`src/rtl/normaliz_seq.sv`:
```
// rtl/normaliz_seq.sv - multi-cycle mantissa normaliser with valid/ready handshake
// Shifts the working mantissa until the hidden bit is set, then classifies and registers the result.
module normaliz_seq #(
  parameter int MANT_W = 24,
  parameter int EXP_W  = 8,
  parameter int STEP   = 4
) (
  input  logic               clk,
  input  logic               rst,
  input  logic               in_valid,
  output logic               in_ready,
  input  logic [MANT_W+1:0]  sum_mants,
  input  logic [EXP_W-1:0]   exp_in,
  output logic               out_valid,
  input  logic               out_ready,
  output logic [MANT_W-1:0]  mant_norm,
  output logic [EXP_W-1:0]   exp_out,
  output logic [EXP_W:0]     val2,
  output logic               zero,
  output logic               overflow,
  output logic               underflow
);

  typedef enum logic [1:0] {IDLE, NORM, FIN, DONE} state_t;

  localparam logic [EXP_W-1:0] STEP_E   = EXP_W'(STEP);
  localparam logic [EXP_W-1:0] EXP_ONES = {EXP_W{1'b1}};
  localparam logic [EXP_W:0]   EXP_MAX  = {1'b0, EXP_ONES};

  state_t               state, state_next;
  logic                 sign_q, sign_d;
  logic [MANT_W:0]      mant_q, mant_d;
  logic [EXP_W-1:0]     exp_q, exp_d;
  logic [EXP_W-1:0]     cnt_q, cnt_d;
  logic                 rshift_q, rshift_d;
  logic                 zcls_q, zcls_d;

  logic [MANT_W-1:0]    mant_norm_d;
  logic [EXP_W-1:0]     exp_out_d;
  logic [EXP_W:0]       val2_d;
  logic                 zero_d, overflow_d, underflow_d;

  logic [EXP_W:0]       exp_inc;
  logic [EXP_W:0]       exp_dec;
  logic [MANT_W-1:0]    mant_keep;
  logic [MANT_W-1:0]    mant_flush;

  assign exp_inc    = {1'b0, exp_q} + {{EXP_W{1'b0}}, 1'b1};
  assign exp_dec    = {1'b0, exp_q} - {1'b0, cnt_q};
  assign mant_keep  = {sign_q, mant_q[MANT_W-2:0]};
  assign mant_flush = {sign_q, {(MANT_W-1){1'b0}}};

  assign in_ready  = (state == IDLE);
  assign out_valid = (state == DONE);

  always_comb begin
    state_next  = state;
    sign_d      = sign_q;
    mant_d      = mant_q;
    exp_d       = exp_q;
    cnt_d       = cnt_q;
    rshift_d    = rshift_q;
    zcls_d      = zcls_q;
    mant_norm_d = mant_norm;
    exp_out_d   = exp_out;
    val2_d      = val2;
    zero_d      = zero;
    overflow_d  = overflow;
    underflow_d = underflow;

    case (state)
      IDLE: begin
        if (in_valid) begin
          sign_d     = sum_mants[MANT_W+1];
          mant_d     = sum_mants[MANT_W:0];
          exp_d      = exp_in;
          cnt_d      = '0;
          rshift_d   = 1'b0;
          zcls_d     = 1'b0;
          state_next = NORM;
        end
      end
      NORM: begin
        if (mant_q[MANT_W]) begin
          mant_d     = mant_q >> 1;
          cnt_d      = {{(EXP_W-1){1'b0}}, 1'b1};
          rshift_d   = 1'b1;
          state_next = FIN;
        end else if (mant_q[MANT_W-1]) begin
          state_next = FIN;
        end else if (mant_q == '0) begin
          zcls_d     = 1'b1;
          state_next = FIN;
        end else if (mant_q[MANT_W-1 -: STEP] == '0) begin
          // All STEP top bits clear, so a full-step shift cannot pass the hidden bit.
          mant_d = mant_q << STEP;
          cnt_d  = cnt_q + STEP_E;
        end else begin
          mant_d = mant_q << 1;
          cnt_d  = cnt_q + {{(EXP_W-1){1'b0}}, 1'b1};
        end
      end
      FIN: begin
        zero_d      = 1'b0;
        overflow_d  = 1'b0;
        underflow_d = 1'b0;
        mant_norm_d = mant_keep;
        if (zcls_q) begin
          zero_d      = 1'b1;
          exp_out_d   = '0;
          mant_norm_d = mant_flush;
          val2_d      = {1'b0, EXP_ONES};
        end else if (rshift_q) begin
          val2_d = {1'b0, cnt_q};
          if (exp_inc >= EXP_MAX) begin
            overflow_d  = 1'b1;
            exp_out_d   = EXP_ONES;
            mant_norm_d = mant_flush;
          end else begin
            exp_out_d = exp_inc[EXP_W-1:0];
          end
        end else if (cnt_q != '0) begin
          val2_d = {1'b1, cnt_q};
          // Borrow out or an exact zero both mean the exponent fell below 1.
          if (exp_dec[EXP_W] || exp_dec == '0) begin
            underflow_d = 1'b1;
            exp_out_d   = '0;
            mant_norm_d = mant_flush;
          end else begin
            exp_out_d = exp_dec[EXP_W-1:0];
          end
        end else begin
          val2_d    = '0;
          exp_out_d = exp_q;
        end
        state_next = DONE;
      end
      DONE: begin
        if (out_ready) state_next = IDLE;
      end
      default: state_next = IDLE;
    endcase
  end

  always_ff @(posedge clk) begin
    if (rst) begin
      state     <= IDLE;
      sign_q    <= 1'b0;
      mant_q    <= '0;
      exp_q     <= '0;
      cnt_q     <= '0;
      rshift_q  <= 1'b0;
      zcls_q    <= 1'b0;
      mant_norm <= '0;
      exp_out   <= '0;
      val2      <= '0;
      zero      <= 1'b0;
      overflow  <= 1'b0;
      underflow <= 1'b0;
    end else begin
      state     <= state_next;
      sign_q    <= sign_d;
      mant_q    <= mant_d;
      exp_q     <= exp_d;
      cnt_q     <= cnt_d;
      rshift_q  <= rshift_d;
      zcls_q    <= zcls_d;
      mant_norm <= mant_norm_d;
      exp_out   <= exp_out_d;
      val2      <= val2_d;
      zero      <= zero_d;
      overflow  <= overflow_d;
      underflow <= underflow_d;
    end
  end

endmodule
```
`config.mk`:
```
export PLATFORM = sky130hd
export DESIGN_NAME = normaliz_seq
export DESIGN_NICKNAME = d
export VERILOG_FILES = /design/src/rtl/normaliz_seq.sv
export SDC_FILE = /design/constraint.sdc
export NUM_CORES = 1
export LEC_CHECK = 0
export ABC_AREA = 1
export ABC_CLOCK_PERIOD_IN_PS = 3200
export BUFFER_PORTS_ARGS = -buffer_cell sky130_fd_sc_hd__buf_2
export CAP_MARGIN = 5
export CORE_UTILIZATION = 57
export CTS_CLUSTER_DIAMETER = 80
export DETAILED_ROUTE_END_ITERATION = 6
export PLACE_DENSITY = 0.8
export SYNTH_ARGS = -nofsm -noshare
export SYNTH_HDL_FRONTEND = slang
export SYNTH_SLANG_ARGS = --single-unit
```
`constraint.sdc`:
```
create_clock -name clk -period 3.2 [get_ports clk]
set_input_delay 0.16 -clock clk [delete_from_list [all_inputs] [get_ports clk]]
set_output_delay 0.16 -clock clk [all_outputs]
set_load 0.01 [all_outputs]
```
# [Word level (Yosys, flattened, before mapping)]
# Index checks and enable logic that the tools add are counted.
[totals] in_bits=38 ff_bits=90 out_inout_bits=46 wordCells=90
[classes] n_reduce_logical=13 eq_ne=12 n_mux=46 order_cmp=1 addsub=4
[op_table] operator="25-bit 2-to-1 mux" count=5
[op_table] operator="23-bit 2-to-1 mux" count=5
[op_table] operator="8-bit 2-to-1 mux" count=10
[op_table] operator="25-bit case mux with 2 select lines" count=1
[op_table] operator="9-bit 2-to-1 mux" count=3
[op_table] operator="25-bit zero test" count=1
[op_table] operator="8-bit case mux with 2 select lines" count=1
[op_table] operator="1-bit 2-to-1 mux" count=13
[op_table] operator="2-bit 2-to-1 mux" count=5
[op_table] operator="2-bit inequality test, second input constant" count=5
[op_table] operator="8-bit by 1-bit adder with 9-bit output, second input constant" count=1
[op_table] operator="9-bit by 8-bit greater-or-equal comparator with 1-bit output, second input constant" count=1
[op_table] operator="9-bit zero test" count=1
[op_table] operator="8-bit by 8-bit subtractor with 9-bit output" count=1
[op_table] operator="8-bit by 1-bit adder with 8-bit output, second input constant" count=1
[op_table] operator="8-bit by 3-bit adder with 8-bit output, second input constant" count=1
[op_table] operator="2-bit case mux with 4 select lines" count=1
[op_table] operator="8-bit nonzero test" count=1
[op_table] operator="3-bit inequality test, second input constant" count=2
[op_table] operator="3-bit AND reduction" count=2
[op_table] operator="5-bit AND reduction" count=1
[op_table] operator="2-bit == test, second input constant" count=2
[op_table] operator="4-bit zero test" count=1
[op_table] operator="4-bit inequality test, second input constant" count=1
[op_table] operator="8 further kinds" count=10

# [Longest topological paths before layout]
# Gate-level depths: netlist of the first run.
[logic_depth] ltp_word=7 mapped_depth=18 depth_no_buf=17

# [Worst setup path after synthesis of the first run]
# No wires, ideal clock.
[synth_path] path_kind="reg2reg" from="register exp_q[0]" to="register mant_norm[0]" t_arrival_ns=2.123 t_required_ns=3.068 n_path_buf=1 setup_time_ns=0.132 path_slack_ns=0.945 synth_period_minus_slack_ns=2.255 stages_incl_launch_ff=18 path_cell_list="dfxtp_1 > inv_1 > ha_1 > inv_1 > fa_1 > inv_1 > nand2_1 > a21oi_1 > nand3_1 > nor2_1 > nand2_1 > inv_1 > nand2_2 > nand2_2 > nand2_2 > buf_6 > nand3_1 > a21oi_1"
[synth_via] elab_chain_len=7 elab_cells_between_ends=10 cone_classes="add/sub: 2; order compare: 1; mux: 5; reduce/logical: 2"
[synth_lines] item="start, declared" line="33" text="logic [EXP_W-1:0] exp_q, exp_d;"
[synth_lines] item="start signal, assigned" line="164" text="exp_q <= exp_d;"
[synth_lines] item="parallel branches: the longest is 5 deep, another holds 8-bit by 1-bit adder with 9-bit output"
[synth_lines] item="23-bit 2-to-1 mux *" line="113" text="end else if (rshift_q) begin"
[synth_lines] item="23-bit 2-to-1 mux *" line="108" text="if (zcls_q) begin"
[synth_lines] item="end signal, assigned" line="168" text="mant_norm <= mant_norm_d;"
[synth_lines] item="end, declared" line="16" text="output logic [MANT_W-1:0] mant_norm,"
# Every way passes the cells marked *.
# A chain may end at the register's enable or synchronous reset.

# [Final worst setup path of the first run]
[layout_path] from="register exp_q[0]" to="register mant_norm[22]"
# Same word-level chain as after synthesis.

==> impl_table.tex, run 1 <==
\begin{tabular}{lr}
\hline
Metric & Value \\
\hline
\multicolumn{2}{l}{\textbf{Global route}} \\
Residual overflow from global routing & 0 \\
Antenna violations before repair & 0 \\
Largest net degree at the start of global routing & 46 \\
Wire length of the first global-routing pass & 24.38 mm \\
Overall global routing resource usage & between 30 and 40\% \\
Via count of the first global-routing pass & 5174 \\
\multicolumn{2}{l}{\textbf{Floorplanning}} \\
Die area & 9841 µm² \\
Number of placement rows & 35 \\
Initial cell density of the core & 58.56\% \\
Ports & 84 \\
Area of the placeable core & roughly 9000 µm² \\
Height of the die & 99.20 µm \\
Overall die width & 99.20 µm \\
\multicolumn{2}{l}{\textbf{Route}} \\
Iter 0 DRT Violations & 329 \\
Average detailed-routed wire length per instance & 15.02 µm \\
Met2 WL post-DR & 7.116 mm \\
Sum of met3 wire segment lengths after detailed routing & 788 µm \\
DRC violation count after routing & 0 \\
Vias/cell & 5.674 \\
Number of nets with antenna violations after detailed routing & 0 \\
Detailed-routing wirelength on met1 & 6.431 mm \\
Top Layer Used & met4 \\
Vias after detailed routing & 5578 \\
First drt pass iteration count & 5 \\
Detailed-route wire length & 14.77 mm \\
\multicolumn{2}{l}{\textbf{Finish}} \\
Final non-filler cell total & 983 \\
Synth-to-Final Area Change & 9.619\% \\
Non-Filler Cell Area, Final & 5903 µm² \\
Fraction of final layout cells sized beyond drive strength 1 & 14.68\% \\
Antenna diode count & 0 \\
Layout net count & 926 \\
Number of fill cells & 916 \\
\multicolumn{2}{l}{\textbf{Yosys}} \\
Number of distinct library cells after synthesis & 40 \\
Top-area cell type share of the netlist area & 33.46\% \\
Predominant post-synthesis flop cell & sky130\_fd\_sc\_hd\_\_dfxtp\_1 \\
Fraction of synthesis flops using an asynchronous set or reset pin & 0\% \\
Netlist area before placement & 5385 µm² \\
Number of flops mapped to enable cells by yosys & 0 \\
Flip-flop and latch count after synthesis & 90 \\
Sequential element share of the synthesized area & between 30\% and 40\% \\
Cell with the most instances after synthesis & sky130\_fd\_sc\_hd\_\_nand2\_1 \\
Yosys warnings & 0 \\
Top cells by area in the synthesized netlist & sky130\_fd\_sc\_hd\_\_dfxtp\_1 33\%, sky130\_fd\_sc\_hd\_\_nand2\_1 13\%, sky130\_fd\_sc\_hd\_\_a21oi\_1 8.9\%, sky130\_fd\_sc\_hd\_\_inv\_1 6.1\%, sky130\_fd\_sc\_hd\_\_nor2\_1 6.0\% \\
Average size of a mapped cell & between 6 and 7 µm² \\
Post-Synthesis Cells & 811 \\
Most area-hungry cell type in the Yosys netlist & sky130\_fd\_sc\_hd\_\_dfxtp\_1 \\
Synthesized net count & about 870 \\
Most used standard cells in the synthesized netlist & 181 x sky130\_fd\_sc\_hd\_\_nand2\_1, 96 x sky130\_fd\_sc\_hd\_\_a21oi\_1, 90 x sky130\_fd\_sc\_hd\_\_dfxtp\_1, 87 x sky130\_fd\_sc\_hd\_\_inv\_1, 86 x sky130\_fd\_sc\_hd\_\_nor2\_1 \\
\multicolumn{2}{l}{\textbf{CTS}} \\
Clock tree from TritonCTS & yes \\
Hold-fix buffers, CTS & 0 \\
Cell at the root of the clock tree & sky130\_fd\_sc\_hd\_\_clkbuf\_8 \\
Setup bufs post-CTS & 0 \\
CTS sink cnt & 90 \\
Clk pin slew, worst setup/hold paths & 0.10 ns \\
Clock insertion delay at the later pin of the skew report & between 0.3 and 0.4 ns \\
Deepest level of the CTS H-tree & 3 \\
Clock buffers created by TritonCTS & 9 \\
Post-CTS sizing & 0 \\
Number of buffers on the longest clock path & 2 \\
\multicolumn{2}{l}{\textbf{Setup path}} \\
Data arrival time of the worst path & 2.98 ns \\
Startpoint type of the worst setup path & register \\
Worst setup path start & exp\_q[0] \\
R2R Path Start & exp\_q[0] \\
Critical path class & reg -> reg \\
CP required & between 3 and 4 ns \\
Worst Path Max Fanout & 23 \\
Crit path capture type & register \\
\multicolumn{2}{l}{\textbf{Timing}} \\
Max Slew Vio Count & 0 \\
Fin crit share & between 80\% and 90\% \\
Number of endpoints with negative hold slack in the final report & 0 \\
Setup skew after layout & between 0.01 and 0.015 ns \\
Fmax & 371.3 MHz \\
Aggregate negative setup slack & 0 ns \\
Setup repair after global routing missed its margin & no \\
Number of setup violations in the final report & 0 \\
Worst relative slew slack & 41.07\% \\
Slew @ Worst Pin & 0.8828 ns \\
Time the final worst path needs with I/O delays and setup & 2.693 ns \\
PnR worst setup slack & 0.5068 ns \\
\multicolumn{2}{l}{\textbf{Status}} \\
Outcome & complete, no violations \\
\multicolumn{2}{l}{\textbf{Min path}} \\
Hold wc startpoint & sum\_mants[8] \\
Path type of the worst min-delay path & in -> reg \\
\multicolumn{2}{l}{\textbf{Placement}} \\
Worst-case setup slack after placement & approximately 0.54 ns \\
Routability cong. & about 0.99 \\
Final HPWL from detailed placement & 10.85 mm \\
Port Buf Inserts & 83 \\
Placed cell count & 968 \\
Placement-stage cell area & 5737 µm² \\
\multicolumn{2}{l}{\textbf{Pwr}} \\
Worst voltage drop across the vdd grid & 0.6651 mV \\
Static leakage & about 0.0027 µW \\
Final Power & between 5000 and 6000 µW \\
Total power per unit cell area & between 900 and 1000 nW/µm² \\
\multicolumn{2}{l}{\textbf{Run}} \\
Max-capacitance violation count & 0 \\
\hline
\end{tabular}
[layout by cell type, fill, tap and decap left out, drive strengths merged]
cell	count
dfxtp	90
o22ai	2
inv	92
xnor2	1
xor2	3
nand4	11
nor2	91
ha	19
a31oi	1
o21ai	55
clkinvlp	2
o221ai	4
clkinv	4
o2111ai	1
a2111oi	2
a211oi	16
clkbuf	9
nand2	188
nand3b	1
nand3	64
o211ai	18
a21oi	97
fa	1
buf	88
or2	3
nor3	9
[registers in the layout (all words and copies together), names as in the netlist]
register	count
mant_norm	24
underflow	1
zcls_q	1
exp_q	8
mant_q	25
exp_out	8
val2	9
cnt_q	8
state	2
sign_q	1
zero	1
rshift_q	1
overflow	1
[per-stage QoR]
stage,hold WS (ns),utilization [%]
2_1_floorplan,0.3059,-
3_3_place_gp,0.3957,62.38
3_5_place_dp,0.4040,62.38
4_1_cts,0.02611,64.19
5_1_grt,0.02710,64.19
6_report,0.02714,64.19
[cell families (layout without fill, tap and decap cells)]
logic type / count (synthesis) / after routing / share of synthesized area [%]
flops: 90 / 90 / 33.46
simple gates: 367 / 367 / 29.53
fa+ha+maj: 20 / 20 / 4.786
compound gates: 196 / 196 / 20.63
buf+inv: 134 / 195 / 10.94
xor+xnor: 4 / 4 / 0.6507
[power breakdown]
part	internal, µW	switching (µW)	leakage, µW
Sequential	1440	330	0.000735
Combinational	1020	2210	0.00189
Clock	280	428	0.0000815
Total	2740	2970	0.00270
[area by class of cell]
cell class / instances / area (µm²) / area share [%]
clock buffers: 9 / 123.9 / 2.098
clock inverters: 6 / 42.54 / 0.7206
inverters: 92 / 349.1 / 5.914
multi-input cells: 587 / 2994 / 50.72
flip-flops and latches: 90 / 1802 / 30.52
well taps: 111 / 138.9 / 2.353
repair buffers: 88 / 452.9 / 7.673
[worst max-delay path, stage by stage, from the launching register on]
cell and delay, ns:
sky130_fd_sc_hd__dfxtp_1 0.38, sky130_fd_sc_hd__inv_1 0.21, sky130_fd_sc_hd__ha_1 0.18, sky130_fd_sc_hd__inv_1 0.05
sky130_fd_sc_hd__fa_1 0.38, sky130_fd_sc_hd__nand2_1 0.12, sky130_fd_sc_hd__nand2_1 0.11, sky130_fd_sc_hd__nand3_1 0.11
sky130_fd_sc_hd__nand2_1 0.06, sky130_fd_sc_hd__nand2_1 0.08, sky130_fd_sc_hd__nand2_1 0.06, sky130_fd_sc_hd__nand2_1 0.06
sky130_fd_sc_hd__inv_1 0.04, sky130_fd_sc_hd__nand2_2 0.10, sky130_fd_sc_hd__nand2_2 0.08, sky130_fd_sc_hd__nand2_2 0.33
sky130_fd_sc_hd__nand3_1 0.14, sky130_fd_sc_hd__a21oi_1 0.15
[metal layers]
metal  up-vias  track usage, %
li1       2787               -
met1      2563           38.48
met2       191           53.42
met3        37           3.795
met4         0           13.69
met5         -               0
[path summary, 6_finish.rpt]
check        slack (ns)  cells after the start            end
max                0.51                     17  mant_norm[22]
min                0.03                      3      mant_q[8]
max reg2reg        0.51                     17  mant_norm[22]
min reg2reg        0.47                      2  mant_norm[20]
No activity file was read; power rests on OpenSTA's default activity.
==> run 2, diff against run 1 <==
--- a/config.mk
+++ b/config.mk
@@ -6,13 +6,13 @@
 export NUM_CORES = 1
 export LEC_CHECK = 0
 export ABC_AREA = 1
-export ABC_CLOCK_PERIOD_IN_PS = 3200
+export ABC_CLOCK_PERIOD_IN_PS = 2300
 export BUFFER_PORTS_ARGS = -buffer_cell sky130_fd_sc_hd__buf_2
 export CAP_MARGIN = 5
-export CORE_UTILIZATION = 57
+export CORE_UTILIZATION = 52
 export CTS_CLUSTER_DIAMETER = 80
 export DETAILED_ROUTE_END_ITERATION = 6
-export PLACE_DENSITY = 0.8
+export PLACE_DENSITY = 0.77
 export SYNTH_ARGS = -nofsm -noshare
 export SYNTH_HDL_FRONTEND = slang
 export SYNTH_SLANG_ARGS = --single-unit
==> constraint.sdc (replaced) <==
create_clock -name clk -period 2.3 [get_ports clk]
set_input_delay 0.115 -clock clk [delete_from_list [all_inputs] [get_ports clk]]
set_output_delay 0.115 -clock clk [all_outputs]
set_load 0.01 [all_outputs]
==> run 2 against run 1 <==
Effect of this change:
- final area increased by 13%
- clock skew fell by 0.0015 ns
- sequential power up 34%
- flip-flop and latch count is the same
- setup slack got worse by 0.41 ns
==> impl_table.tex, run 2 (synthesis results as in run 1) <==
\begin{tabular}{lr}
\hline
Metric & Value \\
\hline
\multicolumn{2}{l}{\textbf{Min path}} \\
Hold wc startpoint & exp\_in[1] \\
Hold endpoint & exp\_q[1] \\
Instance count along the most critical hold path & 3 \\
Path type of the worst min-delay path & in -> reg \\
\multicolumn{2}{l}{\textbf{Setup path}} \\
Cell occurring most often along the worst timing path & sky130\_fd\_sc\_hd\_\_nand2\_1 \\
End of the worst register-to-register path & mant\_norm[18] \\
Register-to-register path setup slack & 0.09 ns \\
R2R Path Start & cnt\_q[0] \\
CP peak stage delay & 0.35 ns \\
Total buffers and inverters traversed by the critical path & 4 \\
Startpoint type of the worst setup path & register \\
Worst Path Max Fanout & 7 \\
Critical-path cell list & buf\_4 -> inv\_1 -> ha\_1 -> nand2\_1 -> nor3\_1 -> nand3\_1 -> nand2\_1 -> clkinvlp\_4 -> buf\_12 -> nand2\_8 -> nand3\_4 -> a21oi\_2 \\
Critical path class & reg -> reg \\
Critical path's top delay family & simple AND/OR/NAND/NOR gates \\
Data arrival time of the worst path & 2.52 ns \\
Crit path capture type & register \\
Worst R2R Path Depth & 12 \\
Slowest-stage cell, CP & sky130\_fd\_sc\_hd\_\_dfxtp\_1 \\
CP required & 2.61 ns \\
\multicolumn{2}{l}{\textbf{CTS}} \\
Clock tree from TritonCTS & yes \\
CTS sink cnt & 90 \\
Clock insertion delay at the later pin of the skew report & 0.38 ns \\
Clock buffers created by TritonCTS & 9 \\
Number of buffers on the longest clock path & 2 \\
Clk pin slew, worst setup/hold paths & 0.10 ns \\
Cell at the root of the clock tree & sky130\_fd\_sc\_hd\_\_clkbuf\_8 \\
Deepest level of the CTS H-tree & 3 \\
\multicolumn{2}{l}{\textbf{Global route}} \\
Overall global routing resource usage & between 20 and 30\% \\
Via count of the first global-routing pass & between 5k and 6k \\
Residual overflow from global routing & 0 \\
Antenna violations before repair & 0 \\
Wire length of the first global-routing pass & 24.89 mm \\
Largest net degree at the start of global routing & 43 \\
\multicolumn{2}{l}{\textbf{Pwr}} \\
Psw & 4626 µW \\
Internal power & about 4300 µW \\
Power share of the clock group & 12.0\% \\
Worst voltage drop across the vdd grid & 0.7532 mV \\
Reg power frac & between 20\% and 30\% \\
Static leakage & 0.002932 µW \\
Total power per unit cell area & 1337 nW/µm² \\
Fraction of power consumed by combinational cells & about three fifths \\
Proportion of total power due to net switching & a little over 50\% \\
\multicolumn{2}{l}{\textbf{Floorplanning}} \\
Number of placement rows & 36 \\
Ports & 84 \\
Initial cell density of the core & 54.34\% \\
Die area & 10770 µm² \\
Overall die width & 103.8 µm \\
Height of the die & 103.8 µm \\
Area of the placeable core & a little under 10000 µm² \\
\multicolumn{2}{l}{\textbf{Finish}} \\
Synth-to-Final Area Change & 23.54\% \\
Commonest non-fill, non-tap cell in the layout & sky130\_fd\_sc\_hd\_\_nand2\_1 \\
Biggest registers after layout & mant\_q x25, mant\_norm x24, val2 x9 \\
Layout Utilization & 67.13\% \\
Antenna diode count & 0 \\
Register ranked first by flip-flop count & mant\_q \\
Fraction of final layout cells sized beyond drive strength 1 & 22.93\% \\
Layout net count & 973 \\
Number of fill cells & 865 \\
Flip-flop count of the largest register, all copies and words added & 25 \\
Commonest cells after routing, fill and taps aside & 174 x sky130\_fd\_sc\_hd\_\_nand2\_1, 88 x sky130\_fd\_sc\_hd\_\_dfxtp\_1, 85 x sky130\_fd\_sc\_hd\_\_nor2\_1, 85 x sky130\_fd\_sc\_hd\_\_a21oi\_1, 83 x sky130\_fd\_sc\_hd\_\_buf\_2 \\
\multicolumn{2}{l}{\textbf{Status}} \\
Outcome & complete, no violations \\
\multicolumn{2}{l}{\textbf{Timing}} \\
Fin crit share & between 90 and 100\% \\
Fmax & 452.9 MHz \\
PnR worst setup slack & about 0.09 ns \\
Number of setup violations in the final report & 0 \\
Setup skew after layout & 0.01247 ns \\
Setup repair after global routing missed its margin & yes \\
Number of endpoints with negative hold slack in the final report & 0 \\
Time the final worst path needs with I/O delays and setup & 2.208 ns \\
Max Slew Vio Count & 0 \\
Worst relative slew slack & 58.51\% \\
Slew @ Worst Pin & between 0.6 and 0.7 ns \\
\multicolumn{2}{l}{\textbf{Route}} \\
Vias/cell & $\sim$5.6 \\
Vias after detailed routing & 5947 \\
Detailed-route wire length & 15.77 mm \\
Number of nets with antenna violations after detailed routing & 0 \\
First drt pass iteration count & 6 \\
Iter 0 DRT Violations & 482 \\
DRC violation count after routing & 0 \\
Average detailed-routed wire length per instance & 14.98 µm \\
\multicolumn{2}{l}{\textbf{Placement}} \\
Port Buf Inserts & 83 \\
Worst-case setup slack after placement & -0.05303 ns \\
Final HPWL from detailed placement & approximately 11 mm \\
Routability cong. & roughly 0.96 \\
\multicolumn{2}{l}{\textbf{Run}} \\
Max-capacitance violation count & 0 \\
\hline
\end{tabular}
-- run 2: worst register-to-register path, cell delays in order, from the launching register on --
cell	delay, ns
sky130_fd_sc_hd__dfxtp_1	0.35
sky130_fd_sc_hd__buf_4	0.16
sky130_fd_sc_hd__inv_1	0.07
sky130_fd_sc_hd__ha_1	0.14
sky130_fd_sc_hd__nand2_1	0.05
sky130_fd_sc_hd__nor3_1	0.13
sky130_fd_sc_hd__nand3_1	0.31
sky130_fd_sc_hd__nand2_1	0.25
sky130_fd_sc_hd__clkinvlp_4	0.17
sky130_fd_sc_hd__buf_12	0.18
sky130_fd_sc_hd__nand2_8	0.11
sky130_fd_sc_hd__nand3_4	0.08
sky130_fd_sc_hd__a21oi_2	0.15
-- run 2: repair_timing --
| action | 4_1_cts | 5_1_grt |
|---|---|---|
| hold endpoints to repair | 15 | 0 |
| cloned | 0 | 3 |
| setup buffers | 0 | 5 |
| setup endpoints to repair | 23 | 57 |
| pin swaps | 0 | 16 |
| resized for setup | 1 | 63 |
| hold buffers | 15 | 0 |
-- run 2: layer usage --
metal	share of wire (%)	GRT usage [%]
met2	46	44.68
met3	8.4	4.405
met5	0	0
met1	44	39.07
met4	1.9	8.776
-- run 2: final cells by class --
class,count,area (µm²),area share (%)
Clock buffer,10,137.6,2.069
Clock inverter,6,53.80,0.8087
Inverter,92,355.3,5.341
Multi-Input combinational cell,590,3298,49.58
Sequential cell,90,1804,27.12
Tap cell,133,166.4,2.501
Timing Repair Buffer,132,837.1,12.58
-- run 2: worst max-delay path by stage --
stage	from	end	slack, ns	cells past startpoint
after detailed placement	exp_q[0]	mant_norm[18]	-0.05	17
final	cnt_q[0]	mant_norm[18]	0.09	12
after global placement	exp_q[0]	mant_norm[15]	0.07	17
after CTS	exp_q[0]	mant_norm[21]	0.04	17
after floorplan	exp_q[0]	mant_norm[0]	0.04	17
after global routing	exp_q[0]	mant_norm[18]	-0.03	16
-- run 2: stage by stage --
stage                     hold slack, ns  instance area (µm²)  cells  setup TNS (ns)  total power, µW
after detailed placement          0.3629                 5944   1014         -0.5347             7056
after global routing             0.02748                 6653   1053         -0.2579             9587
after CTS                      0.0002717                 6291   1045               0             8156
final                            0.01400                 6653   1053               0             8898
after global placement            0.3530                 5944   1014               0             6946
after floorplan                   0.2609                 5385    811               0             6008
-- run 2: power by group through the flow --
stage | clock network (µW) | logic (µW) | registers, µW
finish | 1070 | 5450 | 2370
global route | 1140 | 6020 | 2430
CTS | 1080 | 4730 | 2350
detailed placement | 0 | 4670 | 2390
global placement | 0 | 4580 | 2370
floorplan | 0 | 3630 | 2380
==> run 3, diff against run 2 <==
==> constraint.sdc (replaced) <==
create_clock -name clk -period 2.3 [get_ports clk]
set_input_delay 0.69 -clock clk [delete_from_list [all_inputs] [get_ports clk]]
set_output_delay 0.69 -clock clk [all_outputs]
set_load 0.01 [all_outputs]
==> run 3 against run 2 <==
Effect of this change:
- the run now ends with DRC left
- total power decreased by 0.43%
- critical endpoint is now mant_norm[5]
- global-route usage decreased by 0.44 points
- maximum frequency increased by 1.3%
- clock power increased by 10%
- non-clock buffer count decreased by 17
- setup slack improved by 0.028 ns
==> impl_table.tex, run 3 (synthesis results as in run 1) <==
\begin{tabular}{lr}
\hline
Metric & Value \\
\hline
\multicolumn{2}{l}{\textbf{Status}} \\
Outcome & finished, violations left \\
Violations in the final reports & DRC \\
\multicolumn{2}{l}{\textbf{CTS}} \\
CTS sink cnt & 90 \\
Deepest level of the CTS H-tree & 3 \\
Clock insertion delay at the later pin of the skew report & around 0.38 ns \\
Hold-fix buffers, CTS & 0 \\
Clock tree from TritonCTS & yes \\
Number of buffers on the longest clock path & 2 \\
Clk pin slew, worst setup/hold paths & 0.10 ns \\
Clock buffers created by TritonCTS & 9 \\
Cell at the root of the clock tree & sky130\_fd\_sc\_hd\_\_clkbuf\_8 \\
\multicolumn{2}{l}{\textbf{Route}} \\
Vias/cell & $\sim$5.6 \\
First drt pass iteration count & 7 \\
Average detailed-routed wire length per instance & 14.68 µm \\
Detailed-route wire length & 15.21 mm \\
Vias after detailed routing & around 5.8k \\
Number of nets with antenna violations after detailed routing & 0 \\
DRC violation count after routing & 1 \\
Iter 0 DRT Violations & approximately 460 \\
\multicolumn{2}{l}{\textbf{Global route}} \\
Wire length of the first global-routing pass & about 24 mm \\
Overall global routing resource usage & 27.67\% \\
Residual overflow from global routing & 0 \\
Via count of the first global-routing pass & 5095 \\
Largest net degree at the start of global routing & 43 \\
Antenna violations before repair & 0 \\
\multicolumn{2}{l}{\textbf{Setup path}} \\
CP required & 2.56 ns \\
Data arrival time of the worst path & 2.44 ns \\
Startpoint type of the worst setup path & register \\
Worst R2R Path Depth & 10 \\
End of the worst register-to-register path & mant\_norm[5] \\
Worst Path Max Fanout & 23 \\
R2R Path Start & exp\_q[1] \\
Slowest-stage cell, CP & sky130\_fd\_sc\_hd\_\_dfxtp\_1 \\
Register-to-register path setup slack & 0.12 ns \\
Critical path's top delay family & simple AND/OR/NAND/NOR gates \\
Worst setup path start & exp\_q[1] \\
CP peak stage delay & 0.40 ns \\
Total buffers and inverters traversed by the critical path & 1 \\
Critical path class & reg -> reg \\
Cell count along the critical path & 10 \\
Crit path capture type & register \\
Critical-path cell list & buf\_4 -> ha\_1 -> xor2\_1 -> nand3\_1 -> nor2\_2 -> nand4\_4 -> nand2\_4 -> nand2\_4 -> nand3\_1 -> a21oi\_1 \\
\multicolumn{2}{l}{\textbf{Timing}} \\
Time the final worst path needs with I/O delays and setup & 2.180 ns \\
Number of endpoints with negative hold slack in the final report & 0 \\
Setup skew after layout & 0.01357 ns \\
Max Slew Vio Count & 0 \\
Worst relative slew slack & 59.64\% \\
PnR worst setup slack & 0.1198 ns \\
Slew @ Worst Pin & 0.6048 ns \\
Number of setup violations in the final report & 0 \\
Fmax & 458.7 MHz \\
Fin crit share & a little over nine tenths \\
Post-Route Hold Slack & 0.4674 ns \\
\multicolumn{2}{l}{\textbf{Finish}} \\
Biggest registers after layout & mant\_q x25, mant\_norm x24, val2 x9 \\
Register ranked first by flip-flop count & mant\_q \\
Commonest cells after routing, fill and taps aside & 178 x sky130\_fd\_sc\_hd\_\_nand2\_1, 94 x sky130\_fd\_sc\_hd\_\_a21oi\_1, 89 x sky130\_fd\_sc\_hd\_\_dfxtp\_1 \\
Synth-to-Final Area Change & 19.96\% \\
Layout net count & between 900 and 1k \\
Final non-filler cell total & between 1k and 1.5k \\
Fraction of final layout cells sized beyond drive strength 1 & between 20 and 25\% \\
Flip-flop count of the largest register, all copies and words added & 25 \\
Layout Utilization & 65.19\% \\
Antenna diode count & 0 \\
Commonest non-fill, non-tap cell in the layout & sky130\_fd\_sc\_hd\_\_nand2\_1 \\
\multicolumn{2}{l}{\textbf{Run}} \\
Max-capacitance violation count & 0 \\
\multicolumn{2}{l}{\textbf{Pwr}} \\
Worst voltage drop across the vdd grid & 0.9502 mV \\
Static leakage & 0.002896 µW \\
Total power per unit cell area & 1371 nW/µm² \\
\multicolumn{2}{l}{\textbf{Placement}} \\
Final HPWL from detailed placement & 10.89 mm \\
Worst-case setup slack after placement & -0.04207 ns \\
Placed cell count & 1015 \\
Routability cong. & roughly 0.95 \\
Port Buf Inserts & 83 \\
\multicolumn{2}{l}{\textbf{Min path}} \\
Instance count along the most critical hold path & 2 \\
Hold endpoint & overflow \\
Path type of the worst min-delay path & reg -> reg \\
Hold wc startpoint & overflow \\
\multicolumn{2}{l}{\textbf{Floorplanning}} \\
Initial cell density of the core & 54.34\% \\
Ports & 84 \\
Overall die width & around 100 µm \\
Height of the die & 103.8 µm \\
Number of placement rows & 36 \\
Area of the placeable core & 9910 µm² \\
Die area & 10770 µm² \\
\hline
\end{tabular}
==> run 3: cell count changes in the layout (fill, tap and decap cells not counted), moves of 2 or more <==
cell / change
sky130_fd_sc_hd__a21oi_1: +9
sky130_fd_sc_hd__a21oi_2: -9
sky130_fd_sc_hd__buf_4: -3
sky130_fd_sc_hd__clkinv_4: -2
sky130_fd_sc_hd__dlygate4sd3_1: -15
sky130_fd_sc_hd__inv_6: +3
sky130_fd_sc_hd__nand2_1: +4
sky130_fd_sc_hd__nand2_2: -4
==> run 3: worst max-delay path by stage <==
stage	end	slack, ns
6_report	mant_norm[5]	0.12
5_1_grt	mant_norm[2]	-0.03
4_1_cts	mant_norm[8]	0.06
3_5_place_dp	mant_norm[9]	-0.04
3_3_place_gp	mant_norm[15]	0.08
2_1_floorplan	mant_norm[0]	0.04
==> run 3: routing by layer <==
| layer | wire length, µm | global-route usage (%) | up-vias |
|---|---|---|---|
| met5 | 0 | 0 | - |
| met4 | 264 | 10.82 | 0 |
| met3 | 1312 | 4.720 | 30 |
| met2 | 6785 | 41.90 | 280 |
| met1 | 6842 | 39.10 | 2613 |
| li1 | - | - | 2856 |
==> run 3: where the power goes <==
part	internal, µW	switching [µW]	leakage (µW)	total (µW)
logic	1770	3550	0.00206	5320
registers	2000	350	0.000736	2350
clock network	521	660	0.000103	1180
total	4300	4560	0.00290	8860
==> run 3: per-stage QoR <==
step | total power (µW) | cell area (µm²) | TNS (ns)
after floorplan | 6008 | 5385 | 0
after global routing | 9572 | 6460 | -0.1220
after detailed placement | 7085 | 5964 | -0.2289
final | 8860 | 6460 | 0
after CTS | 8272 | 6178 | 0
after global placement | 6976 | 5964 | 0
==> run 3: what timing repair did <==
item / 4_1_cts / 5_1_grt
gates resized for setup: 1 / 48
cloned: 0 / 3
setup buffers: 0 / 2
pin swaps: 0 / 9
endpoints found under the setup margin: 23 / 32
==> run 3: layout make-up <==
type / count / area [µm²]
fillers: 893 / 3450
multi-input cells: 590 / 3242
flip-flops and latches: 90 / 1803
repair buffers: 115 / 684.4
inverters: 92 / 355.3
well taps: 133 / 166.4
clock buffers: 9 / 123.9
clock inverters: 7 / 85.08
==> run 3: tightest hold or removal path, stage by stage (launching register included) <==
cell and delay [ns]:
sky130_fd_sc_hd__dfxtp_1 0.32, sky130_fd_sc_hd__nand2_1 0.06, sky130_fd_sc_hd__a21oi_1 0.05
